===== src/rtl/pipe_pkg.sv =====
// pipe_pkg: shared definitions for the elastic pipeline register chain.
//   occW()     - width of the occupancy counter for a given slot count
//                (must hold values 0 .. STAGES+1: all slots plus the skid entry).
//   FLUSH_ALL  - all-ones flush mask for the default slot count.
package pipe_pkg;

   localparam int DEFAULT_STAGES = 4;

   localparam logic [DEFAULT_STAGES-1:0] FLUSH_ALL = '1;

   function automatic int occW(input int stages);
      return $clog2(stages + 2);
   endfunction

endpackage


===== src/rtl/elastic_pipe_if.sv =====
// elastic_pipe_if: one valid/ready channel carrying a DATA_W payload.
//   valid - sender holds an entry
//   ready - receiver accepts the entry this cycle
//   data  - payload, meaningful only while valid is high
// master = sending side, slave = receiving side.
interface elastic_pipe_if #(
   parameter int DATA_W = 32
);

   logic              valid;
   logic              ready;
   logic [DATA_W-1:0] data;

   modport master (output valid, output data, input ready);
   modport slave  (input valid, input data, output ready);

endinterface


===== src/rtl/elastic_stage.sv =====
// elastic_stage: one slot of the elastic chain (valid bit plus payload).
//   clk, rst_n - clock, synchronous active-low reset
//   load       - slot advances: takes inValid/inData from its predecessor
//   flush      - slot is empty after this edge, overriding load and hold
//   inValid    - predecessor valid
//   inData     - predecessor payload
//   valid      - slot holds an entry
//   data       - slot payload
module elastic_stage #(
   parameter int DATA_W = 32
) (
   input  logic              clk,
   input  logic              rst_n,
   input  logic              load,
   input  logic              flush,
   input  logic              inValid,
   input  logic [DATA_W-1:0] inData,
   output logic              valid,
   output logic [DATA_W-1:0] data
);

   always_ff @(posedge clk) begin
      if (!rst_n) begin
         valid <= 1'b0;
         data  <= '0;
      end else begin
         if (flush) begin
            valid <= 1'b0;
         end else if (load) begin
            valid <= inValid;
         end
         // Payload only moves with a real entry, so bubbles never toggle it.
         if (load && inValid) begin
            data <= inData;
         end
      end
   end

endmodule


===== src/rtl/elastic_pipe.sv =====
// elastic_pipe: parametrised elastic register chain with valid/ready
// handshakes, back-pressure, bubble collapsing and per-slot flush.
//   clk, rst_n  - clock, synchronous active-low reset
//   inPort      - producer channel (slave): valid/data in, ready out
//   outPort     - consumer channel (master): valid/data out, ready in
//   flush_mask  - bit i empties slot i at the next edge; bit 0 also drops
//                 the skid entry and any entry accepted in the same cycle
//   occupancy   - number of valid slots plus the skid entry
// SKID=1 adds a one-entry input buffer so inPort.ready is a register output
// and never depends combinationally on outPort.ready.
module elastic_pipe
   import pipe_pkg::*;
#(
   parameter int DATA_W = 32,
   parameter int STAGES = 4,
   parameter bit SKID   = 1'b1
) (
   input  logic                        clk,
   input  logic                        rst_n,
   elastic_pipe_if.slave               inPort,
   elastic_pipe_if.master              outPort,
   input  logic [STAGES-1:0]           flush_mask,
   output logic [occW(STAGES)-1:0]     occupancy
);

   localparam int OCC_W = occW(STAGES);

   logic [STAGES-1:0] v;
   logic [STAGES-1:0] adv;
   logic [DATA_W-1:0] d [STAGES];

   logic              inAccept;
   logic              skidValid;
   logic [DATA_W-1:0] skidData;
   logic              srcValid;
   logic [DATA_W-1:0] srcData;

   // A slot may advance if it is empty or everything downstream of it can
   // make room; computed as a running OR from the output end so the vector
   // never feeds back on itself.
   always_comb begin : advChain
      logic room;
      room = outPort.ready;
      for (int i = STAGES - 1; i >= 0; i--) begin
         room   = room | ~v[i];
         adv[i] = room;
      end
   end

   generate
      if (SKID) begin : genSkid
         assign inPort.ready = ~skidValid;
         assign inAccept     = inPort.valid & ~skidValid;

         // An accepted entry parks here only when slot 0 cannot take it;
         // while parked, ready is low so no newer entry can overtake it.
         always_ff @(posedge clk) begin
            if (!rst_n) begin
               skidValid <= 1'b0;
               skidData  <= '0;
            end else begin
               if (flush_mask[0]) begin
                  skidValid <= 1'b0;
               end else if (skidValid) begin
                  if (adv[0]) begin
                     skidValid <= 1'b0;
                  end
               end else if (inAccept && !adv[0]) begin
                  skidValid <= 1'b1;
               end
               if (!skidValid && inAccept && !adv[0]) begin
                  skidData <= inPort.data;
               end
            end
         end
      end else begin : genNoSkid
         assign inPort.ready = adv[0];
         assign inAccept     = inPort.valid & adv[0];
         assign skidValid    = 1'b0;
         assign skidData     = '0;
      end
   endgenerate

   // The skid entry is always older than anything on the input port.
   assign srcValid = skidValid | inAccept;
   assign srcData  = skidValid ? skidData : inPort.data;

   for (genvar i = 0; i < STAGES; i++) begin : genStage
      logic              prevValid;
      logic [DATA_W-1:0] prevData;

      if (i == 0) begin : genHead
         assign prevValid = srcValid;
         assign prevData  = srcData;
      end else begin : genBody
         assign prevValid = v[i-1];
         assign prevData  = d[i-1];
      end

      elastic_stage #(
         .DATA_W (DATA_W)
      ) uStage (
         .clk     (clk),
         .rst_n   (rst_n),
         .load    (adv[i]),
         .flush   (flush_mask[i]),
         .inValid (prevValid),
         .inData  (prevData),
         .valid   (v[i]),
         .data    (d[i])
      );
   end

   assign outPort.valid = v[STAGES-1];
   assign outPort.data  = d[STAGES-1];

   always_comb begin
      occupancy = OCC_W'(skidValid);
      for (int i = 0; i < STAGES; i++) begin
         occupancy = occupancy + OCC_W'(v[i]);
      end
   end

endmodule

===== src/flat_wrapper.sv =====
// flat-port wrapper written by rule: the top's interface ports become plain ports
module elastic_pipe_flat import pipe_pkg::*;
#(
   parameter int DATA_W = 32,
   parameter int STAGES = 4,
   parameter bit SKID   = 1'b1
)
  (clk, rst_n, flush_mask, occupancy, inPort_valid, inPort_data, inPort_ready, outPort_valid, outPort_data, outPort_ready);
  elastic_pipe_if #(.DATA_W(DATA_W)) inPort_i ();
  elastic_pipe_if #(.DATA_W(DATA_W)) outPort_i ();
  input  logic clk;
  input  logic rst_n;
  input  logic [STAGES-1:0] flush_mask;
  output logic [occW(STAGES)-1:0] occupancy;
  input wire logic [$bits(inPort_i.valid)-1:0] inPort_valid;
  input wire logic [$bits(inPort_i.data)-1:0] inPort_data;
  output wire logic [$bits(inPort_i.ready)-1:0] inPort_ready;
  output wire logic [$bits(outPort_i.valid)-1:0] outPort_valid;
  output wire logic [$bits(outPort_i.data)-1:0] outPort_data;
  input wire logic [$bits(outPort_i.ready)-1:0] outPort_ready;
  assign inPort_i.valid = inPort_valid;
  assign inPort_i.data = inPort_data;
  assign inPort_ready = inPort_i.ready;
  assign outPort_valid = outPort_i.valid;
  assign outPort_data = outPort_i.data;
  assign outPort_i.ready = outPort_ready;
  elastic_pipe #(.DATA_W(DATA_W), .STAGES(STAGES), .SKID(SKID)) u_core (.clk(clk), .rst_n(rst_n), .inPort(inPort_i), .outPort(outPort_i), .flush_mask(flush_mask), .occupancy(occupancy));
endmodule

===== config.mk =====
export PLATFORM = sky130hd
export DESIGN_NAME = elastic_pipe_flat
export DESIGN_NICKNAME = d
export VERILOG_FILES = /design/src/rtl/pipe_pkg.sv /design/src/rtl/elastic_pipe_if.sv /design/src/rtl/elastic_stage.sv /design/src/rtl/elastic_pipe.sv /design/src/flat_wrapper.sv
export SDC_FILE = /design/constraint.sdc
export NUM_CORES = 1
export LEC_CHECK = 0
export ABC_AREA = 1
export CAP_MARGIN = 30
export CORE_UTILIZATION = 40
export DETAILED_ROUTE_END_ITERATION = 6
export SLEW_MARGIN = 15
export SYNTH_ARGS = -nofsm -noshare
export SYNTH_HDL_FRONTEND = slang
export SYNTH_SLANG_ARGS = --single-unit

===== constraint.sdc =====
create_clock -name clk -period 6.5 [get_ports clk]
set_input_delay 1.95 -clock clk [delete_from_list [all_inputs] [get_ports clk]]
set_output_delay 1.95 -clock clk [all_outputs]
set_load 0.01 [all_outputs]

# --- Word-level counts from Yosys, hierarchy flattened ---
# Index checks and enable logic that the tools add are counted.
word_totals:
  inputBits: 40
  out_inout_bits: 37
  word_cells: 43
  regBits: 165
classes:
  n_bitwise: 12
  addsub: 4
  reduce_logical: 13
  muxes: 4
ops:
  columns: ["operator", "count"]
  rows:
  - ["two-way mux 32 bit", 1]
  - ["adder 3 x 1 -> 3 bit", 3]
  - ["OR reduction 2 bit", 4]
  - ["logical AND 1 bit", 7]
  - ["NOT 1 bit", 6]
  - ["OR 1 bit", 5]
  - ["two-way mux 1 bit", 3]
  - ["adder 1 x 1 -> 2 bit", 1]
  - ["zero test 1 bit", 2]
  - ["bitwise AND 1 bit", 1]

# --- Logic depth before layout (Yosys ltp) ---
# Gate-level depths: netlist of the first run.
depth:
  depth_word: 9
  mapped_depth: 8
  mapped_depth_nobuf: 6

# --- Hierarchy ---
# From an unflattened synthesis of the first run, not the netlist that was laid out.
unflattened:
  cells_unflattened: 1144
  hier_area_um2: 7516.0
modules_own_cells:
  columns: ["mod", "cells_per_inst", "area_per_inst_um2", "instances", "seq_area_each_um2"]
  rows:
  - ["elastic_stage", 210, 1370.1, 4, 660.6]
  - ["elastic_pipe", 304, 2035.7, 1, 660.6]

# --- Least setup slack after synthesis of the first run ---
# Ideal clock, no wire load.
synth_path:
  kind: "reg2out"
  startpoint: "register u_core.skidValid"
  endpoint: "output occupancy[1]"
  t_required_ps: 4550
  path_stages_with_launch: 7
  path_slack_ps: 2731
  arrival_time_ps: 1819
  path_buffers: 0
  cell_sequence: "dfxtp_1 -> ha_1 -> inv_1 -> fa_1 -> inv_1 -> ha_1 -> fa_1"
synth_between:
  elab_chain_len: 4
synth_rtl:
  columns: ["element", "line_no", "text"]
  rows:
  - ["from (decl)", "elastic_pipe.sv:33", "logic skidValid;"]
  - ["from (signal assigned)", "elastic_pipe.sv:59", "skidValid <= 1'b0;"]
  - ["from (signal assigned)", "elastic_pipe.sv:63", "skidValid <= 1'b0;"]
  - ["from (signal assigned)", "elastic_pipe.sv:66", "skidValid <= 1'b0;"]
  - ["adder 1 x 1 -> 2 bit", "elastic_pipe.sv:120", "occupancy = occupancy + OCC_W'(v[i]);"]
  - ["adder 3 x 1 -> 3 bit (3 in a row)", "elastic_pipe.sv:120", null]
  - ["to (decl)", "flat_wrapper.sv:14", "output logic [occW(STAGES)-1:0] occupancy;"]
# No other way between the ends.

# --- Final worst setup path of the first run ---
layout_path:
  startpoint: "register u_core.genStage[0].uStage.valid"
  endpoint: "output occupancy[1]"
layout_between:
  elab_chain_len: 4
layout_rtl:
  columns: ["element", "line_no", "text"]
  rows:
  - ["from (decl)", "elastic_stage.sv:18", "output logic valid,"]
  - ["from (signal assigned)", "elastic_stage.sv:30", "valid <= inValid;"]
  - ["adder 1 x 1 -> 2 bit", "elastic_pipe.sv:120", null]
  - ["adder 3 x 1 -> 3 bit (3 in a row)", "elastic_pipe.sv:120", null]
# No other way between the ends.

==> results.ini, run 1 <==
[route]
dr_total_vias = 5530
drt-pass1-iter-count = 5
wire_per_inst_um = 11.9
wl_met3_um = 533
highest_layer = met4
wl_um = 14000
wl_met1_um = 7560
met2WireLength_um = 5700
drt-vias-per-instance = 4.69
ant_nets = 0
drc_errors = 0
drt_iter0_drc = 428

[power_and_ir_drop]
leakage_nw = 3.41
powerDensity_nw_per_um2 = 277
ir_drop_v = 0.000219

[synth]
synth_seq_cells = 165
synth.top_cell.area_share_pct = 49.9
avgSynthCellArea_um2 = 7.23
synth_edf_count = 0
synth_cell_types = 19
synth_ff_type = dfxtp_1
synth_common_cells = 294 x nor2_1, 165 x dfxtp_1, 96 x a21oi_1, 87 x o21ai_0, 70 x nand2_1
ys.warnings.count = 0
synth_seq_area_share_pct = 49.9
synth_nets = 960
synth_area_leaders = dfxtp_1 50%, nor2_1 17%, a21oi_1 7.3%
yosysMostFrequentCell = nor2_1
synth_area_um2 = 6620
yosysTopAreaCell = dfxtp_1
async_reset_ff_share_pct = 0
synthCells = 916

[global_route]
grt_max_degree = 121
grt_pass1_vias = 4981
grtUsageTotal_pct = 17.5
antenna_found_initial = 0
grt_overflow = 0
grt_pass1_wl_um = 23900

[cells_and_area]
fin_nets = 995
syn_to_final_growth_pct = 21.6
post-route-util_pct = 50.3
multi_input_area_um2 = 2810
final_cells = 1180
antenna_cells = 0
nFillCells = 1742
layout-drive-gt1-share_pct = 5.50
regArea_um2 = 3300

[setup_path]
cp-end-kind = output pin
cp-start-kind = flip-flop
cp.arrival_ps = 2760
crit_fanout = 2
cp.required_ps = 4550
crit_type = reg -> out
critical_path.max_stage_delay_ps = 520
slowest_stage = clkdlybuf4s50_1
path_cells = ha_1, inv_1, fa_1, inv_1, ha_1, fa_1, clkdlybuf4s50_1

[status]
status = completed

[place]
place_congestion = 0.701
dp_hpwl_um = 8110
portBuffers = 76
dpl.cell_count = 1146

[sta]
finalClockSkew_ps = 9.46
final-setup-viol-count = 0
relSlewSlack_pct = 53.6
hold_violations = 0
grt_setup_unrepaired = false
timing.fmax_mhz = 212
fin_crit_ps = 4710
finalSetupTns_ps = 0
slew_violations = 0
tightest_slew_ps = 695
whs_ps = 475
period_share_pct = 72.4

[clock_network]
clockRootBuffer = clkbuf_16
cts_setup_buffers = 0
cts_hold_buffers = 0
clk_latency_ps = 420
cts_tree = done
cts.clk_slew.worst_paths_ps = 60
cts_buffers = 17
htreeDepth = 4
cts_buffer_depth = 2
post_cts_resized = 0
cts.sinks = 165

[die]
io_pins = 77
fp-row-count = 46
start_util_pct = 41.4
fp.dieH_um = 131
die_x_um = 131
core_area_um2 = 16000
fp.dieArea_um2 = 17100

[min_path]
hp-class = reg -> reg

[run]
maxCapViolations = 0

worst max-delay path, delay by kind of cell (launching register included):
kind / cells / cell delay (ps)
fa+ha+maj: 4 / 1420
buf+inv: 3 / 610
flops: 1 / 310
layout make-up:
| type | instances | area share [%] |
|---|---|---|
| Inverter | 46 | 2.14 |
| Clock inverter | 11 | 1.85 |
| Tap cell | 216 | 3.36 |
| Clock buffer | 21 | 5.72 |
| Timing Repair Buffer | 89 | 11.0 |
| Multi-Input combinational cell | 632 | 34.9 |
| Sequential cell | 165 | 41.0 |
layout by cell type (no fill, tap or decap):
master / synthesis / layout
nor2_2: 2 / 2
clkinvlp_4: 0 / 3
clkbuf_1: 28 / 2
inv_1: 42 / 42
nand3_1: 33 / 33
o21ai_0: 87 / 87
clkinv_4: 0 / 1
nor2_4: 0 / 1
buf_4: 3 / 12
buf_8: 0 / 1
a211oi_1: 2 / 2
o21ai_1: 10 / 10
nand2_2: 0 / 1
dfxtp_1: 165 / 164
clkbuf_8: 0 / 2
buf_16: 0 / 1
fa_1: 2 / 2
nor2_1: 294 / 293
inv_6: 0 / 2
a21oi_1: 96 / 96
inv_2: 4 / 4
nand4_1: 34 / 34
nand2_1: 70 / 69
clkdlybuf4s50_1: 0 / 75
clkbuf_16: 0 / 17
dfxtp_2: 0 / 1
ha_1: 2 / 2
clkinv_2: 0 / 2
bufinv_16: 0 / 3
layer usage:
metal	GRT usage (%)	vias up
met1	25.2	2365
met3	3.46	16
li1	-	3035
met4	6.49	0
met2	25.7	114
met5	0	-
cells by family (layout without fill, tap and decap cells):
kind of cell / Yosys count / in the layout / share of synthesized area [%]
AOI/OAI and AO/OA: 195 / 195 / 14.8
and+or+nand+nor: 433 / 433 / 26.5
adders and majority gates: 4 / 4 / 0.982
DFF: 165 / 165 / 49.9
buffers and inverters: 119 / 167 / 7.80
where the power goes:
group          switching, mW  total, mW  internal, mW
Sequential            0.0145       1.06          1.04
Combinational         0.0842      0.147        0.0629
Clock                  0.398       1.02         0.626
Total                  0.496       2.23          1.73
path summary, 6_finish.rpt:
check / from / to / slack [ps] / cells past startpoint
max reg2reg: u_core.skidValid / u_core.skidData[16] / 4360 / 6
min reg2reg: u_core.genStage[1].uStage.data[21] / u_core.genStage[1].uStage.data[21] / 480 / 2
min: u_core.genStage[1].uStage.data[21] / u_core.genStage[1].uStage.data[21] / 480 / 2
max: u_core.genStage[0].uStage.valid / occupancy[1] / 1790 / 7
registers in the layout, indices dropped and copies added (netlist names):
signal	cells
u_core.skidData	32
u_core.skidValid	1
u_core.genStage.uStage.data	128
u_core.genStage.uStage.valid	4
through the flow:
stage / instance area (µm²) / power [mW] / setup WS [ps]
6_report: 8050 / 2.23 / 1790
5_1_grt: 8050 / 2.32 / 1700
4_1_cts: 8010 / 2.25 / 1770
3_5_place_dp: 7400 / 1.22 / 2230
3_3_place_gp: 7400 / 1.22 / 2250
2_1_floorplan: 6620 / 1.17 / 2730
Note: power is estimated with default switching activity, not from simulation.
==> inputs of run 2 (changes only) <==
==> constraint.sdc (replaced) <==
create_clock -name clk -period 4.3 [get_ports clk]
set_input_delay 1.29 -clock clk [delete_from_list [all_inputs] [get_ports clk]]
set_output_delay 1.29 -clock clk [all_outputs]
set_load 0.01 [all_outputs]
==> results.ini, run 2 (synthesis gave the netlist of run 1 again) <==
[sta]
hold_violations = 0
finalSetupTns_ps = 0
fin_crit_ps = 4040
slew_violations = 0
tightest_slew_ps = 830
period_share_pct = 93.9
finalClockSkew_ps = 6.41
grt_setup_unrepaired = false
final-setup-viol-count = 0
relSlewSlack_pct = 44.6
timing.fmax_mhz = 248

[route]
met2WireLength_um = 5680
ant_nets = 0
drt-pass1-iter-count = 4
drt_iter0_drc = 388
drc_errors = 0
drt-vias-per-instance = 4.69
wl_um = 14000
wl_met3_um = 531
highest_layer = met4
wire_per_inst_um = 11.9
dr_total_vias = 5539
wl_met1_um = 7650

[die]
core_area_um2 = 16000
io_pins = 77
start_util_pct = 41.4
die_x_um = 131
fp.dieH_um = 131
fp-row-count = 46
fp.dieArea_um2 = 17100

[cells_and_area]
top_regs = u_core.genStage.uStage.data x128, u_core.skidData x32, u_core.genStage.uStage.valid x4
layout_commonest_cell = nor2_1
layout-drive-gt1-share_pct = 5.71
largest_register_ffs = 128
antenna_cells = 0
syn_to_final_growth_pct = 22.3
final_cells = 1180
mostFrequentLayoutCells = 293 x nor2_1, 164 x dfxtp_1, 96 x a21oi_1
fin_nets = 996
largest-register = u_core.genStage.uStage.data

[setup_path]
cp-end-kind = output pin
cp.arrival_ps = 2750
crit_type = reg -> out
crit_fanout = 2
cp.required_ps = 3010
cp-start-kind = flip-flop

[global_route]
antenna_found_initial = 0
grt_pass1_vias = 5095
grt_pass1_wl_um = 24100
grt_max_degree = 98
grt_overflow = 0
grtUsageTotal_pct = 17.7

[place]
portBuffers = 76
dp_hpwl_um = 8370
dpl.cell_count = 1148
place_congestion = 0.725

[clock_network]
cts_buffers = 17
clockRootBuffer = clkbuf_16
cts.clk_slew.worst_paths_ps = 60
cts_hold_buffers = 0
cts_tree = done
htreeDepth = 4
post_cts_resized = 0
cts_setup_buffers = 0
cts_buffer_depth = 2
clk_latency_ps = 420
cts.sinks = 165

[power_and_ir_drop]
ir_drop_v = 0.000316
p_total_mw = 3.47
leakage_nw = 3.44
powerDensity_nw_per_um2 = 428

[min_path]
hp-class = reg -> reg

[run]
maxCapViolations = 0

[status]
status = completed

[run 2: changes by cell type in the layout (fill, tap and decap cells not counted), sizes merged]
cell,delta
clkinvlp,-1
clkbuf,-3
buf,+1
inv,-2
bufinv,+2
clkinv,+3
[run 2: report_power, final]
part / total [mW] / leakage, nW / switching [mW] / internal, mW
registers: 1.60 / 1.34 / 0.0226 / 1.57
logic: 0.223 / 1.79 / 0.127 / 0.0964
clock network: 1.65 / 0.312 / 0.606 / 1.04
[run 2: area by class of cell]
class                           count  area [µm²]
Clock buffer                       18         439
Clock inverter                     13         206
Fill cell                        1691        7900
Inverter                           46         173
Multi-Input combinational cell    632        2810
Sequential cell                   165        3300
Tap cell                          216         270
Timing Repair Buffer               90         896
[run 2: path summary, 6_finish.rpt]
kind / from / end / slack, ps / cells after the start
setup / recovery: u_core.genStage[0].uStage.valid / occupancy[1] / 260 / 7
hold / removal: u_core.genStage[1].uStage.data[4] / u_core.genStage[1].uStage.data[4] / 470 / 2
setup reg to reg: u_core.skidValid / u_core.genStage[0].uStage.data[17] / 2220 / 7
hold reg to reg: u_core.genStage[1].uStage.data[4] / u_core.genStage[1].uStage.data[4] / 470 / 2
[run 2: worst max-delay path: stages, from the launching register on]
cell,delay [ps]
dfxtp_1,310
ha_1,270
inv_1,50
fa_1,470
inv_1,40
ha_1,180
fa_1,470
clkdlybuf4s50_1,520
[run 2: stage by stage]
stage | utilization, % | worst slack (ps) | area, µm² | hold slack [ps]
floorplan | - | 1190 | 6620 | 446
global placement | 46.5 | 714 | 7440 | 455
detailed placement | 46.5 | 695 | 7440 | 465
CTS | 50.5 | 228 | 8090 | 481
global route | 50.6 | 182 | 8100 | 498
finish | 50.6 | 262 | 8100 | 474
[run 2: routing by layer]
| layer | track usage (%) | up-vias |
|---|---|---|
| met3 | 3.54 | 12 |
| met4 | 7.30 | 0 |
| met1 | 25.2 | 2374 |
| met2 | 26.1 | 116 |
| met5 | 0 | - |
| li1 | - | 3037 |
==> inputs of run 3 (changes only) <==
--- a/config.mk
+++ b/config.mk
@@ -5,7 +5,6 @@
 export SDC_FILE = /design/constraint.sdc
 export NUM_CORES = 1
 export LEC_CHECK = 0
-export ABC_AREA = 1
 export CAP_MARGIN = 30
 export CORE_UTILIZATION = 40
 export DETAILED_ROUTE_END_ITERATION = 6
==> results.ini, run 3 <==
[status]
status = completed

[synth]
synth_area_um2 = 6440
synth_area_leaders = dfxtp_1 51%, nand2_1 13%, a21boi_0 8.7%
synth_common_cells = 227 x nand2_1, 165 x dfxtp_1, 75 x a21boi_0, 38 x clkbuf_1, 36 x nand2b_1
avgSynthCellArea_um2 = 8.67
synth_seq_cells = 165
synth_edf_count = 0
synth_nets = 787
synth_ff_type = dfxtp_1
yosysTopAreaCell = dfxtp_1
ys.warnings.count = 0
synthCells = 743
synth.top_cell.area_share_pct = 51.3
yosysMostFrequentCell = nand2_1
synth_seq_area_share_pct = 51.3
async_reset_ff_share_pct = 0
synth_cell_types = 29

[cells_and_area]
layout-drive-gt1-share_pct = 5.25
regArea_um2 = 3300
multi_input_area_um2 = 2890
antenna_cells = 0
top_regs = u_core.genStage.uStage.data x128, u_core.skidData x32, u_core.genStage.uStage.valid x4
syn_to_final_growth_pct = 22.4
fin_nets = 833
post-route-cell-area_um2 = 7890
nFillCells = 1492
mostFrequentLayoutCells = 227 x nand2_1, 165 x dfxtp_1, 75 x a21boi_0, 75 x clkdlybuf4s50_1, 36 x nand2b_1
largest_register_ffs = 128
layout_commonest_cell = nand2_1
largest-register = u_core.genStage.uStage.data

[clock_network]
post_cts_resized = 0
cts_tree = done
cts_buffer_depth = 2
cts_hold_buffers = 0
clockRootBuffer = clkbuf_16
htreeDepth = 4
clk_latency_ps = 420
cts.clk_slew.worst_paths_ps = 60
cts_setup_buffers = 0
cts_buffers = 17
cts.sinks = 165

[die]
fp-row-count = 46
fp.dieArea_um2 = 16600
io_pins = 77
core_area_um2 = 15800
die_x_um = 129
fp.dieH_um = 129
start_util_pct = 40.7

[setup_path]
cp.required_ps = 3010
crit_type = reg -> out
cp.arrival_ps = 2810
crit_fanout = 6
cp-start-kind = flip-flop
path_cells = ha_1, inv_1, fa_1, inv_1, ha_1, fa_1, clkdlybuf4s50_1
cp-end-kind = output pin
slowest_stage = clkdlybuf4s50_1
critical_path.max_stage_delay_ps = 530

[sta]
slew_violations = 0
fin_crit_ps = 4100
hold_violations = 0
finalClockSkew_ps = 5.05
timing.fmax_mhz = 244
finalSetupTns_ps = 0
relSlewSlack_pct = 44.2
final-setup-viol-count = 0
period_share_pct = 95.4
grt_setup_unrepaired = false
tightest_slew_ps = 836

[global_route]
grt_overflow = 0
grt_max_degree = 198
antenna_found_initial = 0
grt_pass1_vias = 4654
grt_pass1_wl_um = 22900
grtUsageTotal_pct = 17.4

[route]
dr_total_vias = 4995
wl_met3_um = 473
drt-pass1-iter-count = 4
wl_met1_um = 7110
wire_per_inst_um = 13.4
highest_layer = met4
ant_nets = 0
wl_um = 13600
drc_errors = 0
drt_iter0_drc = 285
drt-vias-per-instance = 4.92
met2WireLength_um = 5870

[power_and_ir_drop]
p_clk_share_pct = 45.0
p_seq_share_pct = 49.7
internal-power_mw = 2.52
powerDensity_nw_per_um2 = 404
combPwrFrac_pct = 5.2
switchingPower_mw = 0.667
p_sw_share_pct = 20.9
leakage_nw = 2.66
ir_drop_v = 0.000301

[min_path]
hp-class = reg -> reg

[place]
dp_hpwl_um = 8770
portBuffers = 76
placed_area_um2 = 7340
place_congestion = 0.767

[run]
maxCapViolations = 0

-- run 3: cell count changes after synthesis, moves of 36 or more --
cell,delta
nand2b_1,+36
a21oi_1,-92
a21boi_0,+75
o21ai_0,-59
nand2_1,+157
nor2_1,-291
-- run 3: final timing paths --
| path | start | endpoint | slack [ps] | cells past startpoint |
|---|---|---|---|---|
| max | u_core.skidValid | occupancy[1] | 200 | 7 |
| min | u_core.skidData[28] | u_core.skidData[28] | 450 | 2 |
| max reg2reg | u_core.genStage[2].uStage.valid | u_core.genStage[0].uStage.data[31] | 2380 | 4 |
| min reg2reg | u_core.skidData[28] | u_core.skidData[28] | 450 | 2 |
-- run 3: critical path: cells and delay by family, from the launching register on --
kind / cells / cell delay, ps
flops: 1 / 360
buf+inv: 3 / 620
fa+ha+maj: 4 / 1410
-- run 3: layer usage --
layer  vias to the layer above  GRT usage, %
li1                       2630             -
met5                         -             0
met3                        15          4.16
met2                        90          25.9
met4                         0          6.64
met1                      2260          24.2
-- run 3: cell type report --
cell class                 count  area share [%]
sequential                   165            41.9
inverter                       7           0.333
timing repair buffer          87            10.8
multi-input combinational    511            36.6
tap                          216            3.43
clock buffer                  25            6.03
clock inverter                 5           0.952
-- run 3: cell families after synthesis --
family	share of synthesized area, %
AND/OR/NAND/NOR	20.5
AO/OA/AOI/OAI	23.0
adder cells (fa/ha/maj)	1.01
flip-flops	51.3
buffers and inverters	4.23
-- run 3: power by group through the flow --
stage	logic (mW)	registers (mW)	clock network (mW)
floorplan	0.103	1.61	0
global placement	0.163	1.62	0
detailed placement	0.167	1.62	0
CTS	0.168	1.59	1.47
global route	0.184	1.59	1.53
finish	0.166	1.59	1.44
-- run 3: metrics by stage --
| step | hold WS [ps] | power (mW) | setup WS, ps | util (%) | instances |
|---|---|---|---|---|---|
| after floorplan | 423 | 1.71 | 1180 | - | 743 |
| after global placement | 436 | 1.78 | 648 | 46.4 | 986 |
| after detailed placement | 441 | 1.79 | 635 | 46.4 | 986 |
| after CTS | 451 | 3.23 | 178 | 49.8 | 1016 |
| after global routing | 470 | 3.30 | 94.6 | 49.8 | 1016 |
| final | 450 | 3.19 | 199 | 49.8 | 1016 |
